===== src/rtl/serial_subtractor_pkg.sv =====
// Shared types and sizing helpers for the bit-serial subtractor.
package serial_subtractor_pkg;

   localparam int unsigned DEF_WIDTH = 8;

   typedef enum logic [1:0] {
      ST_IDLE = 2'd0,
      ST_RUN  = 2'd1,
      ST_DONE = 2'd2
   } state_t;

   function automatic int unsigned cnt_width(input int unsigned w);
      return $clog2(w);
   endfunction

endpackage


===== src/rtl/serial_subtractor_full_subtractor.sv =====
// Single-bit full subtractor cell: x - y - bi.
module full_subtractor (
   input  logic x,
   input  logic y,
   input  logic bi,
   output logic d,
   output logic bo
);

   always_comb begin
      d  = x ^ y ^ bi;
      bo = (~x & y) | (~(x ^ y) & bi);
   end

endmodule


===== src/rtl/serial_subtractor.sv =====
// Bit-serial a - b - b_in, LSB first, with start/busy/done handshake.
module serial_subtractor
   import serial_subtractor_pkg::*;
#(
   parameter int unsigned WIDTH = DEF_WIDTH
) (
   input  logic             clk,
   input  logic             rst,
   input  logic             start,
   input  logic [WIDTH-1:0] a,
   input  logic [WIDTH-1:0] b,
   input  logic             b_in,
   output logic             busy,
   output logic             done,
   output logic [WIDTH-1:0] diff,
   output logic             borrow,
   output logic             ovf
);

   localparam int unsigned      CNT_W = cnt_width(WIDTH);
   localparam logic [CNT_W-1:0] LAST  = CNT_W'(WIDTH - 1);

   state_t           state;
   logic [WIDTH-1:0] a_sh;
   logic [WIDTH-1:0] b_sh;
   logic [WIDTH-1:0] d_sh;
   logic [CNT_W-1:0] cnt;
   logic             brw;
   logic             fs_d;
   logic             fs_bo;

   full_subtractor u_fs (
      .x  (a_sh[0]),
      .y  (b_sh[0]),
      .bi (brw),
      .d  (fs_d),
      .bo (fs_bo)
   );

   always_ff @(posedge clk or posedge rst) begin
      if (rst) begin
         state  <= ST_IDLE;
         a_sh   <= '0;
         b_sh   <= '0;
         d_sh   <= '0;
         cnt    <= '0;
         brw    <= 1'b0;
         busy   <= 1'b0;
         done   <= 1'b0;
         diff   <= '0;
         borrow <= 1'b0;
         ovf    <= 1'b0;
      end else begin
         case (state)
            ST_IDLE, ST_DONE: begin
               done <= 1'b0;
               if (start) begin
                  a_sh  <= a;
                  b_sh  <= b;
                  brw   <= b_in;
                  cnt   <= '0;
                  busy  <= 1'b1;
                  state <= ST_RUN;
               end else begin
                  state <= ST_IDLE;
               end
            end
            ST_RUN: begin
               a_sh <= {1'b0, a_sh[WIDTH-1:1]};
               b_sh <= {1'b0, b_sh[WIDTH-1:1]};
               d_sh <= {fs_d, d_sh[WIDTH-1:1]};
               brw  <= fs_bo;
               cnt  <= cnt + CNT_W'(1);
               // Last bit: results capture the combinational cell output directly.
               if (cnt == LAST) begin
                  diff   <= {fs_d, d_sh[WIDTH-1:1]};
                  borrow <= fs_bo;
                  ovf    <= brw ^ fs_bo;
                  done   <= 1'b1;
                  busy   <= 1'b0;
                  state  <= ST_DONE;
               end
            end
            default: begin
               busy  <= 1'b0;
               done  <= 1'b0;
               state <= ST_IDLE;
            end
         endcase
      end
   end

endmodule

===== config.mk =====
export PLATFORM = sky130hd
export DESIGN_NAME = serial_subtractor
export DESIGN_NICKNAME = d
export VERILOG_FILES = /design/src/rtl/serial_subtractor_pkg.sv /design/src/rtl/serial_subtractor_full_subtractor.sv /design/src/rtl/serial_subtractor.sv
export SDC_FILE = /design/constraint.sdc
export NUM_CORES = 1
export LEC_CHECK = 0
export BUFFER_PORTS_ARGS = -buffer_cell sky130_fd_sc_hd__buf_2
export CORE_UTILIZATION = 30
export CTS_BUF_LIST = sky130_fd_sc_hd__clkbuf_4 sky130_fd_sc_hd__clkbuf_8
export DETAILED_ROUTE_END_ITERATION = 10
export GPL_TIMING_DRIVEN = 0
export HOLD_SLACK_MARGIN = 0.06
export SYNTH_ARGS = -nofsm -noshare
export SYNTH_HDL_FRONTEND = slang
export SYNTH_SLANG_ARGS = --single-unit

===== constraint.sdc =====
create_clock -name clk -period 1.4 [get_ports clk]
set_input_delay 0.14 -clock clk [delete_from_list [all_inputs] [get_ports clk]]
set_output_delay 0.14 -clock clk [all_outputs]
set_load 0.01 [all_outputs]

# After elaboration in Yosys (flattened, before gate mapping)
# Cells that the tools add are included.
[word_totals]
regBits = 42
input_bits = 20
output_inout_bits = 12
wordCells = 47
[op_classes]
add_sub_neg = 1
eq_ne = 5
n_mux = 16
bitwise_logic = 8
n_reduce_logical = 6
[op_table]
columns = ["operator", "n"]
rows = [
  ["one-hot mux 8 bit (2 select lines)", 2],
  ["2-to-1 mux 8 bit", 2],
  ["2-to-1 mux 1 bit", 6],
  ["one-hot mux 3 bit (2 select lines)", 1],
  ["AND reduction 2 bit", 3],
  ["inequality test 2 bit, second input constant", 2],
  ["one-hot mux 1 bit (2 select lines)", 2],
  ["one-hot mux 2 bit (2 select lines)", 1],
  ["adder 3 x 1 -> 3 bit, second input constant", 1],
  ["== test 3 bit, second input constant", 1],
  ["2-to-1 mux 3 bit", 1],
  ["bitwise XOR 1 bit", 3],
  ["bitwise AND 1 bit", 2],
  ["== test 2 x 1 -> 1 bit, second input constant", 1],
  ["== test 2 bit, second input constant", 1],
  ["logical NOT 2 bit", 1],
  ["2-to-1 mux 2 bit", 1],
  ["NOT 1 bit", 2],
  ["nonzero test 2 bit", 1],
  ["OR reduction 2 bit", 1],
  ["bitwise OR 1 bit", 1],
]

# Depth between registers and ports, before layout
# Gate-level depths: netlist of the first run.
[logic_depth]
ltp_word = 5
ltp_mapped = 6
depth_no_buf = 5

# Modules after synthesis
# A second synthesis of the first run with hierarchy kept.
[hier_totals]
cells_unflattened = 173
area_unflattened_um2 = 1866.8
[by_module_without_submodules]
columns = ["mod", "n_inst", "cells_per_inst", "area_each_um2", "seq_area_each_um2"]
rows = [
  ["serial_subtractor", 1, 169, 1835.5, 1001.0],
  ["full_subtractor", 1, 4, 31.3, 0.0],
]

# Least setup slack after synthesis of the first run
# No wires, ideal clock.
[synth_timing]
path_kind = "register to register"
from = "register cnt[0]"
to = "register diff[0]"
setup_time_ns = 0.125
arrival_ns = 1.409
required_ns = 1.275
slack_ns = -0.134
stages_incl_launch_ff = 6
path_buffers = 1
synth_period_minus_slack_ns = 1.534
cell_sequence = "dfrtp_1 ha_1 ha_1 nand3b_4 buf_2 mux2_2"
[synth_via]
elab_chain_cells = 2
[synth_lines]
columns = ["item", "line_no", "rtl"]
rows = [
  ["start, declared", "serial_subtractor.sv:27", "logic [CNT_W-1:0] cnt;"],
  ["start signal, assigned", "serial_subtractor.sv:73", "cnt <= cnt + CNT_W'(1);"],
  ["== test 3 bit", "serial_subtractor.sv:75", "if (cnt == LAST) begin"],
  ["AND reduction 2 bit (no source line)", "-", ""],
  ["end signal, assigned", "serial_subtractor.sv:76", "diff <= {fs_d, d_sh[WIDTH-1:1]};"],
  ["end, declared", "serial_subtractor.sv:15", "output logic [WIDTH-1:0] diff,"],
]
# No other way between the ends.
# A chain may end at the register's enable or synchronous reset.

# Final worst setup path of the first run
# Ends and elaborated chain as after synthesis.

==> run summary, run 1 <==
Once detailed placement completed, the half-perimeter wirelength came to roughly 2.3 mm. Setup violations remaining at the end of the flow were counted as 0. The routability congestion estimate came out at 0.725. The synthesized design spends more area on one cell type than any other, namely sky130_fd_sc_hd__dfrtp_1. The register-to-register setup slack came out at 0.005 ns.

The number of nets with antenna violations after routing is 0. The number of warning messages in the yosys log came out at 0. From left edge to right edge, the die measures 77.2 um. The average cell area after synthesis came out at 10.6 sq um. By area the synthesized netlist is led by sky130_fd_sc_hd__dfrtp_1 59%, sky130_fd_sc_hd__nand2_1 6.4%, sky130_fd_sc_hd__mux2_2 6.0%, sky130_fd_sc_hd__o22ai_1 4.4%, sky130_fd_sc_hd__nor2_1 3.5%. Of all nets on the critical path, the largest fanout is 7. From bottom edge to top edge, the die measures ~77 um. STA classifies the critical path endpoint as a register. Relative to the synthesized area, the layout overhead comes to 27.8%. By startpoint and endpoint, the worst setup path is classified as reg2reg. The final clock skew is 0.00535 ns. The number of cells on the worst reg-to-reg path is 5.

The number of global-route vias before repair is 1,256. The hold-critical path depth is 3. Of the available clock period, the critical path in the final layout requires 99.7%. Traced cell by cell, the critical path runs through ha_2, ha_4, nand3b_4, buf_8, mux2_4.

The DRC violation count after routing is 0. TritonCTS built the clock tree. The gate count after technology mapping came out at 160.

The via-per-instance ratio is 4.60. Data on the critical path is required at its endpoint by between 1.5 and 2 ns. Setup repair after global routing could not meet its margin everywhere. After synthesis, flip-flops and latches occupy 59.0% of the total area.

In the synthesized netlist the dominant register cell turns out to be sky130_fd_sc_hd__dfrtp_1. The kind of cell with the highest combined delay along the critical path is flip-flops. The iteration-0 DRC count of the detailed router is 30. The hold path startpoint is a[6]. In this run the power density over the cells is 2240 nW/um^2. The area of the die came out at 5960 sq um. The area of the placeable core came out at 5470 sq um. The worst slack at placement is -0.0920 ns. The number of buffers and inverters on the critical path is 1. The highest clock rate came out at 717 MHz.

The repair_antennas step left the layout with diodes totalling 0. The cell at the slowest stage of the critical path is sky130_fd_sc_hd__dfrtp_1. The number of buffers added by the clock tree synthesis step came out at 5. The later pin in the worst-skew pair is clocked with a latency of 0.29 ns.

Port buffering added 30 buffers. The final setup slack of the worst path is 0.00482 ns. In this run, synthesis produced a sequential element count of 40. The total count of max-transition violations in the final report came out at 0. The leftover overflow at the end of global routing came out at 0.

The endpoint of the worst hold path is a_sh[6]. The startpoint identified for the worst register-to-register timing path is cnt[0]. The worst register-to-register path ends at diff[0]. The final standard cell count with taps included and fillers excluded came out at 278. The clock passes through at most 2 buffers. After clock tree synthesis, the clock-pin slew on the worst setup and hold paths is roughly 0.080 ns. The count of H-tree levels built during CTS is 2. The run finished with clean final reports. Dividing the detail-routed wire length by the instance count gives 12.4 um. The initial antenna violation count came out at 0. The overall global routing resource usage is 12.6%. The final critical-path required period is roughly 1.4 ns. The number of top-level pins came out at 32. The global-route wire length before repair came out at 5.82 mm.

The total wire length after detailed routing came out at roughly 3.4 mm. In this design, the stage delay of the slowest critical-path cell is 0.39 ns. The largest net degree at the start of global routing came out at 41.

The number of core rows is 27. The synthesized design contains 0 enable-type register cells. The number of hold violations in the final report came out at 0. The maximum vdd drop is 867 uV.

The count of different cell masters after synthesis came out at 24. The worst hold path belongs to the class in2reg. The standard cell area after detailed placement is 1960 sq um. The layout cell share with drive strength beyond 1 came out at 33.0%. After synthesis, the share of flip-flops with an asynchronous set or reset is 100%. Once the floorplan was initialized, standard cells occupied 31.0% of the core.

The detailed-router iteration count before antenna repair came out at 4. The static power due to leakage is 1.10 nW. The final total negative setup slack is 0 ns.

The number of nets in the finished design came out at 228. The vias after detailed routing is ~1,300. Counting tap cells, the placed design contains a total of 262 instances. The arrival time reported for the critical path endpoint is 1.57 ns. The portion of synthesized cell area occupied by the leading cell type is about three fifths. Summing internal, switching and leakage power gives ~4.8 mW. With fillers left out, the area of the finished cells amounts to 2170 sq um. The area of the mapped netlist is 1700 sq um.

The tool flagged a number of max-cap violations equal to 0. The max-slew headroom at the worst pin came out at 42.5%. The tree is rooted in a sky130_fd_sc_hd__clkbuf_8. The slew of the pin with the lowest slew margin is 0.861 ns. STA classifies the critical path startpoint as a register. The number of nets in the synthesized netlist came out at 183. The number of sinks driven by the clock tree came out at 40.
==> cells by family after synthesis <==
group,Yosys count,synth area share (%)
XOR/XNOR,2,1.03
flip-flops,40,59.0
multiplexers,11,7.15
AND/OR/NAND/NOR,66,17.5
adder cells (fa/ha/maj),3,2.65
buffers and inverters,14,3.76
AO/OA/AOI/OAI,24,8.99
==> where the power goes <==
group          switching (mW)  internal [mW]  leakage, nW  total [mW]
logic                    1.01           1.03        0.563        2.04
registers               0.324           1.70        0.490        2.03
clock network           0.391          0.393       0.0510       0.784
total                    1.73           3.12         1.10        4.85
==> area by class of cell <==
class                   instances  area [sq um]
fillers                       570          3300
flip-flops and latches         40          1000
multi-input cells             106           678
repair buffers                 38           225
well taps                      72          90.1
clock buffers                   6          82.6
plain buffers                  10          66.3
inverters                       4          15.0
clock inverters                 2          10.0
==> metrics by stage <==
step / hold WS (ns) / util, %
after CTS: 0.0808 / 38.5
after detailed placement: 0.368 / 35.8
final: 0.0863 / 39.6
after floorplan: 0.282 / -
after global placement: 0.383 / 35.8
after global routing: 0.0784 / 39.6
==> cell usage in the layout (no fill, tap or decap), drive strengths merged, types with 4 or more instances in the layout <==
| master | instances |
|---|---|
| inv | 4 |
| clkbuf | 9 |
| buf | 44 |
| nand3 | 4 |
| dfrtp | 40 |
| o22ai | 12 |
| nor2 | 16 |
| mux2 | 9 |
| nand2 | 29 |
| o21ai | 6 |
| nor3 | 11 |
==> worst register-to-register path, delay by kind of cell (launching register included) <==
kind / cells / cell delay (ns)
flip-flops: 1 / 0.39
AND/OR/NAND/NOR: 1 / 0.10
buffers and inverters: 1 / 0.14
adder cells (fa/ha/maj): 2 / 0.36
multiplexers: 1 / 0.30
==> worst max path at each step <==
stage / from / to / slack (ns) / cells past startpoint
2_1_floorplan: cnt[0] / diff[0] / 0.003 / 5
3_3_place_gp: rst / a_sh[6] / -0.24 / 2
5_1_grt: cnt[0] / diff[2] / -0.05 / 5
4_1_cts: cnt[1] / diff[5] / -0.01 / 5
6_report: cnt[0] / diff[0] / 0.005 / 5
3_5_place_dp: cnt[0] / diff[0] / -0.09 / 5
==> Yosys cell counts (all sizes together), types with 2 or more instances <==
master and instances:
buf 9, nand2b 3, ha 2, mux2i 2
nand2 29, mux2 9, o22ai 12, dfrtp 40
nand3 4, a22oi 2, nor2 16, a22o 2
nor3 11, o21ai 6, inv 4
==> per-layer routing <==
layer	track usage (%)	wire [um]
met2	19.6	1550
met3	3.57	174
met5	0	0
met1	16.5	1680
met4	4.53	38
==> state kept, by name (all words and copies together), names as in the netlist <==
name    flops
a_sh        8
cnt         3
busy        1
b_sh        8
borrow      1
state       2
d_sh        7
diff        8
brw         1
ovf         1
==> what timing repair did <==
item | CTS | global route
pin swaps | 1 | 1
buffers inserted | 4 | 3
gates resized for setup | 1 | 14
setup endpoints to repair | 5 | 18
hold endpoints to repair | 36 | 0
cloned | 0 | 0
hold buffers | 1 | 0
Note: power is estimated with default switching activity, not from simulation.
==> inputs of run 2 (changes only) <==
--- a/config.mk
+++ b/config.mk
@@ -6,11 +6,12 @@
 export NUM_CORES = 1
 export LEC_CHECK = 0
 export BUFFER_PORTS_ARGS = -buffer_cell sky130_fd_sc_hd__buf_2
-export CORE_UTILIZATION = 30
+export CORE_UTILIZATION = 50
 export CTS_BUF_LIST = sky130_fd_sc_hd__clkbuf_4 sky130_fd_sc_hd__clkbuf_8
 export DETAILED_ROUTE_END_ITERATION = 10
 export GPL_TIMING_DRIVEN = 0
 export HOLD_SLACK_MARGIN = 0.06
+export PLACE_DENSITY = 0.76
 export SYNTH_ARGS = -nofsm -noshare
 export SYNTH_HDL_FRONTEND = slang
 export SYNTH_SLANG_ARGS = --single-unit
==> run 2 against run 1 <==
Net effect:
- the flow now finishes with violations (setup timing)
- global-route usage rose by 9.6 points
- register-to-register slack got worse by 0.02 ns
- sequential cell count did not move
- clock power fell by 19%
- highest routed layer unchanged
==> run summary, run 2 (same netlist as run 1, synthesis figures left out) <==
The register-to-register setup slack is -0.01 ns (-0.02 ns). The detailed-router iteration count before antenna repair is 4 (unchanged). The final total negative setup slack is -0.0469 ns (-0.0469 ns). The worst register-to-register path ends at diff[5]. The startpoint of the worst register-to-register path is cnt[0].

The power density relative to cell area is 2180 nW/um^2 (-2.5%). The flow ran to the end, but the final reports show violations. The cell-internal power came out at 2.98 mW (-4.5%). The family with the most delay on the worst path is flip-flops.

The biggest fanout along the worst timing path came out at 7 (unchanged). The combined buffer and inverter count along the critical path came out at 1 (unchanged). The total setup violations reported at the end of the flow came out at 6 (+6).

The number of core rows was 20 (-26%). The initial antenna violation count is 0 (unchanged). The final setup slack of the worst path came to -0.0116 ns (-0.0164 ns). The share of total power in the clock network came out at 13.5% (-2.7 points).

The category of the critical setup timing path is reg2reg. The highest clock rate was 708 MHz (-1.2%). Leaving out fill and tap cells, the most frequent cells in the layout are 39 x sky130_fd_sc_hd__dfrtp_1, 35 x sky130_fd_sc_hd__buf_2, 29 x sky130_fd_sc_hd__nand2_1. The worst slack at placement is -0.0844 ns (+0.00766 ns). The routability congestion estimate came to 0.719 (-0.91%). The final reports fail on setup timing.

The max-slew headroom at the worst pin came out at 45.7% (+3.2 points). The number of global-route vias before repair came out at 1,380 (+9.9%). The DRC violation count after routing is 0 (unchanged). The overall global routing resource usage came out at 22.2% (+9.6 points). The iteration-0 DRC count of the detailed router came out at 81 (+170%). TritonCTS built the clock tree.

The critical path goes through ha_2, ha_4, nand3b_4, buf_8, mux2_4. The maximum vdd drop came out at 935 uV (+7.8%). The final clock skew is 0.0196 ns (+0.0143 ns). The average detailed-routed wire length per instance is 13.6 um (+9.9%). The number of buffers added by the clock tree synthesis step is 5 (unchanged). The total wire length after detailed routing came out at 3.52 mm (+2.0%).

The combinational group share of total power is 43.6% (+1.5 points). STA classifies the critical path endpoint as a register. The total of max-cap violations is 0 (unchanged). The starting density of the core came out at 54.3% (+23 points). The tree is rooted in a sky130_fd_sc_hd__clkbuf_4. The type of the tightest min-delay check is in2reg. The area growth from synthesis to layout is 27.9%. The sequential share of power came out at 42.9% (+1.1 points). The number of cells on the critical path was 5 (unchanged).

The critical path ends at diff[5]. The clock network latency to the later pin of the worst-skew pair is 0.35 ns (+0.06 ns). The switching part of the total came out at 37.0% (+1.4 points). The number of hold violations in the final report came out at 0 (unchanged).

The number of cell instances on the worst register-to-register path came out at 5 (unchanged). The number of buffers added on ports is 30 (unchanged). Setup repair after global routing could not meet its margin everywhere. The number of sinks driven by the clock tree came out at 40 (unchanged). The vias after detailed routing came out at 1,364 (+6.6%). The detailed-placement wirelength estimate was 2.32 mm (+0.17%). The arrival time reported for the critical path endpoint is 1.65 ns (+0.08 ns). The largest net degree at the start of global routing was 41 (unchanged). On the critical path, the stage with the largest delay is an instance of sky130_fd_sc_hd__dfrtp_1. The static power due to leakage is 1.11 nW (+0.28%). The final critical-path required period is 1.41 ns (+0.0164 ns). The die boundary height came out at 60.3 um (-22%).

The filler cell count in the final layout is 247 (-57%). The area of the die is 3630 sq um (-39%). The largest registers in the layout are a_sh: 8 flops, b_sh: 8 flops, diff: 8 flops. The via-per-instance ratio is 5.29 (+15%).

The slew of the pin with the lowest slew margin is 0.813 ns (-0.0483 ns). The number of antenna repair diodes is 0 (unchanged). The area of the placeable core was 3130 sq um (-43%). The die span in x came out at 60.3 um (-22%).

The highest cell delay on the worst timing path came out at 0.41 ns (+0.02 ns). The number of top-level pins is 32 (unchanged). The leftover overflow at the end of global routing was 0 (unchanged). The layout cell share with drive strength beyond 1 is 32.7% (-0.30 points). The required time of the critical path is 1.64 ns (+0.06 ns). The critical path starts at cnt[0]. The reported net switching power was 1.75 mW (+1.4%). The global-route wire length before repair came out at 5.75 mm (-1.2%). The element type at the critical path start is a register. Leaving out fill and tap cells, the most frequent cell in the layout is sky130_fd_sc_hd__dfrtp_1. The number of nets in the finished design came out at 236 (+3.5%). The final core utilization is 69.4% (+30 points). The number of nets with antenna violations after routing came to 0 (unchanged).

The ratio of final minimum period to clock period came to 101% (+1.2 points). The total count of max-transition violations in the final report is 0 (unchanged). The clock slew seen by the registers of the worst setup and hold paths came to 0.13 ns (+0.05 ns).

The maximum number of buffers from clock root to sink is 2 (unchanged). The count of H-tree levels built during CTS is 2 (unchanged).
run 2: cell types whose count changed in the layout (fill, tap and decap cells not counted), sizes merged:
| cell | before | now |
|---|---|---|
| clkinvlp | 0 | 1 |
| clkinv | 2 | 0 |
| dlygate4sd3 | 1 | 8 |
| clkbuf | 9 | 11 |
run 2: repair_timing:
| action | CTS | global route |
|---|---|---|
| pin swaps | 2 | 2 |
| hold buffers | 8 | 0 |
| setup endpoints to repair | 5 | 15 |
| resized for setup | 5 | 10 |
| buffers inserted | 6 | 2 |
| hold endpoints to repair | 47 | 0 |
run 2: worst reg2reg max path, cell delays in order (launching register included):
cell                       delay, ns
sky130_fd_sc_hd__dfrtp_1        0.41
sky130_fd_sc_hd__ha_2           0.20
sky130_fd_sc_hd__ha_4           0.16
sky130_fd_sc_hd__nand3b_4       0.10
sky130_fd_sc_hd__buf_8          0.14
sky130_fd_sc_hd__mux2_4         0.30
run 2: stage by stage:
step	hold slack (ns)	cell area, sq um	power [mW]	cells
final	0.0727	2170	4.73	258
after global routing	0.0877	2170	5.11	258
after CTS	0.0619	2130	4.67	256
after detailed placement	0.353	1920	3.89	234
after global placement	0.381	1920	3.76	234
after floorplan	0.282	1720	3.35	160
run 2: routing by layer:
metal  GRT usage [%]  up-vias  wire length, um
met3            7.14        6              190
met2            39.6       46             1840
met4            10.6        0               57
met5               0        -                0
li1                -      649                -
met1            23.2      663             1430
run 2: power groups by stage:
| stage | Clock [mW] | Sequential [mW] | Combinational (mW) |
|---|---|---|---|
| 3_3_place_gp | 0 | 2.02 | 1.74 |
| 3_5_place_dp | 0 | 2.06 | 1.83 |
| 5_1_grt | 0.697 | 2.10 | 2.31 |
| 2_1_floorplan | 0 | 2.05 | 1.30 |
| 4_1_cts | 0.661 | 2.03 | 1.98 |
| 6_report | 0.638 | 2.03 | 2.06 |
run 2: worst min path at each step:
stage                     startpoint       to  cells past startpoint
final                           b[4]  b_sh[4]                      3
after global routing            a[2]  a_sh[2]                      3
after CTS                       b[1]  b_sh[1]                      3
after detailed placement         rst   borrow                      2
after global placement          a[6]  a_sh[6]                      3
after floorplan                 a[6]  a_sh[6]                      2
run 2: cell type report:
class	instances	area [sq um]	share of cell area [%]
sequential	40	1000	46.1
multi-input combinational	106	673	31.0
timing repair buffer	46	294	13.5
buffer	10	66.3	3.05
clock buffer	7	58.8	2.71
tap	44	55.1	2.53
inverter	4	15.0	0.691
clock inverter	1	7.51	0.346
==> inputs of run 3 (changes only) <==
--- a/config.mk
+++ b/config.mk
@@ -5,13 +5,13 @@
 export SDC_FILE = /design/constraint.sdc
 export NUM_CORES = 1
 export LEC_CHECK = 0
-export BUFFER_PORTS_ARGS = -buffer_cell sky130_fd_sc_hd__buf_2
 export CORE_UTILIZATION = 50
 export CTS_BUF_LIST = sky130_fd_sc_hd__clkbuf_4 sky130_fd_sc_hd__clkbuf_8
 export DETAILED_ROUTE_END_ITERATION = 10
+export DONT_BUFFER_PORTS = 1
 export GPL_TIMING_DRIVEN = 0
 export HOLD_SLACK_MARGIN = 0.06
-export PLACE_DENSITY = 0.76
+export PLACE_DENSITY = 0.68
 export SYNTH_ARGS = -nofsm -noshare
 export SYNTH_HDL_FRONTEND = slang
 export SYNTH_SLANG_ARGS = --single-unit
==> run 3 against run 2 <==
Net effect:
- the run still ends with setup timing left
- register-to-register slack is essentially flat
- non-clock buffer count decreased by 19
- core utilization down 1.8 points
- clock skew shrank 0.0087 ns
- maximum frequency decreased by 0.53%
- first-iteration DRC count decreased by 32%
- critical path type unchanged
- critical endpoint is now diff[2]
- highest routed layer unchanged
==> run summary, run 3 (same netlist as run 1, synthesis figures left out) <==
The final core utilization is 67.6% (-1.8 points). The worst slack at placement came out at -0.0863 ns (-0.00187 ns). The met1 demand-to-capacity share in global routing came out at 24.1% (+0.85 points).

The number of buffers added by the clock tree synthesis step is 5 (unchanged). The initial antenna violation count is 0 (unchanged). The static power due to leakage is 1.01 nW (-9.2%). The final setup slack of the worst path is -0.0191 ns (-0.00751 ns).

The total count of max-transition violations in the final report came out at 0 (unchanged). The layout overhead on the synthesized area came out at 24.6%. The maximum number of buffers from clock root to sink came to 2 (unchanged). The number of hold violations in the final report came out at 0 (unchanged).

The area of all placed cells without fillers came out at 2120 sq um (-2.6%). The total of max-cap violations came out at 0 (unchanged). The highest clock rate came out at 705 MHz (-0.53%).

The area taken by flip-flops and latches is 1000 sq um (unchanged). The vias after detailed routing came out at 1,280 (-6.2%). Setup repair after global routing could not meet its margin everywhere.

The TritonCTS clock tree is yes. The maximum vdd drop came out at 912 uV (-2.5%). The detailed-router iteration count before antenna repair came out at 4 (unchanged). The final clock skew came out at 0.0109 ns (-0.00873 ns). The required time of the critical path is 1.65 ns (about the same). The largest registers in the layout are a_sh: 8 flops, b_sh: 8 flops, diff: 8 flops. The die boundary height came out at 60.3 um (unchanged). The leftover overflow at the end of global routing is 0 (unchanged). The max-slew headroom at the worst pin came out at 46.4% (+0.65 points).

The biggest fanout along the worst timing path is 7 (unchanged). The sum of internal, switching and leakage power came out at 4.60 mW (-2.9%). STA classifies the critical path startpoint as a register.

The clock network latency to the later pin of the worst-skew pair came out at 0.35 ns (about the same). The count of H-tree levels built during CTS is 2 (unchanged). The overall global routing resource usage came out at 21.4% (-0.82 points). The standard cell area after detailed placement is 1770 sq um (-7.8%). The filler cell count in the final layout came to 248 (+0.40%). The area occupied by multi-input gates came out at 662 sq um (-1.7%). The flow ran to the end, but the final reports show violations. The total wire length after detailed routing is 3.44 mm (-2.2%). The category of the critical setup timing path is reg2reg. The iteration-0 DRC count of the detailed router is 55 (-32%). The starting density of the core is 54.3% (unchanged). The final standard cell count with taps included and fillers excluded came out at 239 (-7.4%).

The slew of the pin with the lowest slew margin was 0.803 ns (-0.00971 ns). The die span in x came out at 60.3 um (unchanged). The number of sinks driven by the clock tree came out at 40 (unchanged). The met3 routing resource usage after global routing came out at 4.55% (-2.6 points).

The layout cell share with drive strength beyond 1 was 21.5% (-11 points). The area of the placeable core was 3130 sq um (unchanged). The number of antenna repair diodes came to 0 (unchanged). The clock root buffer master is sky130_fd_sc_hd__clkbuf_4. met2 is the most crowded layer. The number of global-route vias before repair is 1,324 (-4.1%). The ratio of final minimum period to clock period was 101% (+0.54 points). The area of the die is 3630 sq um (unchanged). The global-route wire length before repair is 5.55 mm (-3.5%). The final reports fail on setup timing. The arrival time reported for the critical path endpoint came out at 1.66 ns (about the same).

The via-per-instance ratio came out at 5.36 (+1.3%). The average detailed-routed wire length per instance is 14.4 um (+5.6%). The power density relative to cell area came out at 2170 nW/um^2 (-0.32%).

The most frequent standard cell in the layout excluding fill and tap cells is sky130_fd_sc_hd__dfrtp_1. The cell count after placement came out at 204 (-13%). The number of nets with antenna violations after routing came to 0 (unchanged).

The detailed-placement wirelength estimate is 2.26 mm (-2.8%). The number of buffers added on ports is 0 (-100%). The number of nets in the finished design came out at 217 (-8.1%). The min-delay analysis places its worst path in the category in2reg. Leaving out fill and tap cells, the most frequent cells in the layout are 39 x sky130_fd_sc_hd__dfrtp_1, 29 x sky130_fd_sc_hd__nand2_1, 18 x sky130_fd_sc_hd__dlygate4sd3_1. The final total negative setup slack came to -0.0685 ns (-0.0217 ns). STA classifies the critical path endpoint as a register. The clock slew seen by the registers of the worst setup and hold paths is 0.11 ns (-0.02 ns). The final critical-path required period came to 1.42 ns (+0.00751 ns). The worst hold-check slack is 0.0996 ns (+0.0269 ns). The number of core rows is 20 (unchanged). The largest net degree at the start of global routing is 41 (unchanged). The total setup violations reported at the end of the flow is 4 (-2). The number of top-level pins is 32 (unchanged). The DRC violation count after routing came to 0 (unchanged). The met2 track demand over resource is 36.7% (-2.8 points). The routability congestion estimate is 0.789 (+9.9%).
[run 3: power breakdown]
part	total, mW	internal [mW]	switching [mW]
Combinational	1.84	0.896	0.944
Clock	0.635	0.265	0.370
Sequential	2.12	1.70	0.422
Total	4.60	2.86	1.74
[run 3: final cells by class]
cell class                 instances  share of cell area (%)
clock inverter                     1                   0.355
tap                               44                    2.60
timing repair buffer              27                    11.7
inverter                           4                   0.710
sequential                        40                    47.4
multi-input combinational        106                    31.3
clock buffer                       7                    2.78
buffer                            10                    3.19
[run 3: worst paths after layout]
kind                          from       end  slack [ns]  cells after the start
max                         cnt[1]   diff[2]       -0.02                      5
min                          start    cnt[0]         0.1                      2
max reg2reg                 cnt[1]   diff[2]       -0.02                      5
min reg2reg                d_sh[1]   d_sh[1]        0.49                      2
max in group asynchronous      rst  state[0]        0.46                      2
min in group asynchronous      rst   d_sh[1]        0.38                      2
[run 3: critical path, stage by stage (launching register included)]
cell and delay (ns):
sky130_fd_sc_hd__dfrtp_1 0.40, sky130_fd_sc_hd__ha_2 0.20, sky130_fd_sc_hd__ha_4 0.17, sky130_fd_sc_hd__nand3b_4 0.09, sky130_fd_sc_hd__buf_6 0.14, sky130_fd_sc_hd__mux2_2 0.33
[run 3: metal layers]
metal / up-vias / wire, um
met2: 37 / 1760
met4: 0 / 70
met3: 8 / 182
li1: 612 / -
met5: - / 0
met1: 623 / 1430
[run 3: what timing repair did]
action	in CTS	in global routing
pin swaps	1	0
setup buffers	7	2
hold buffers	18	0
gates resized for setup	0	12
endpoints found under the hold margin	57	0
setup endpoints to repair	5	26
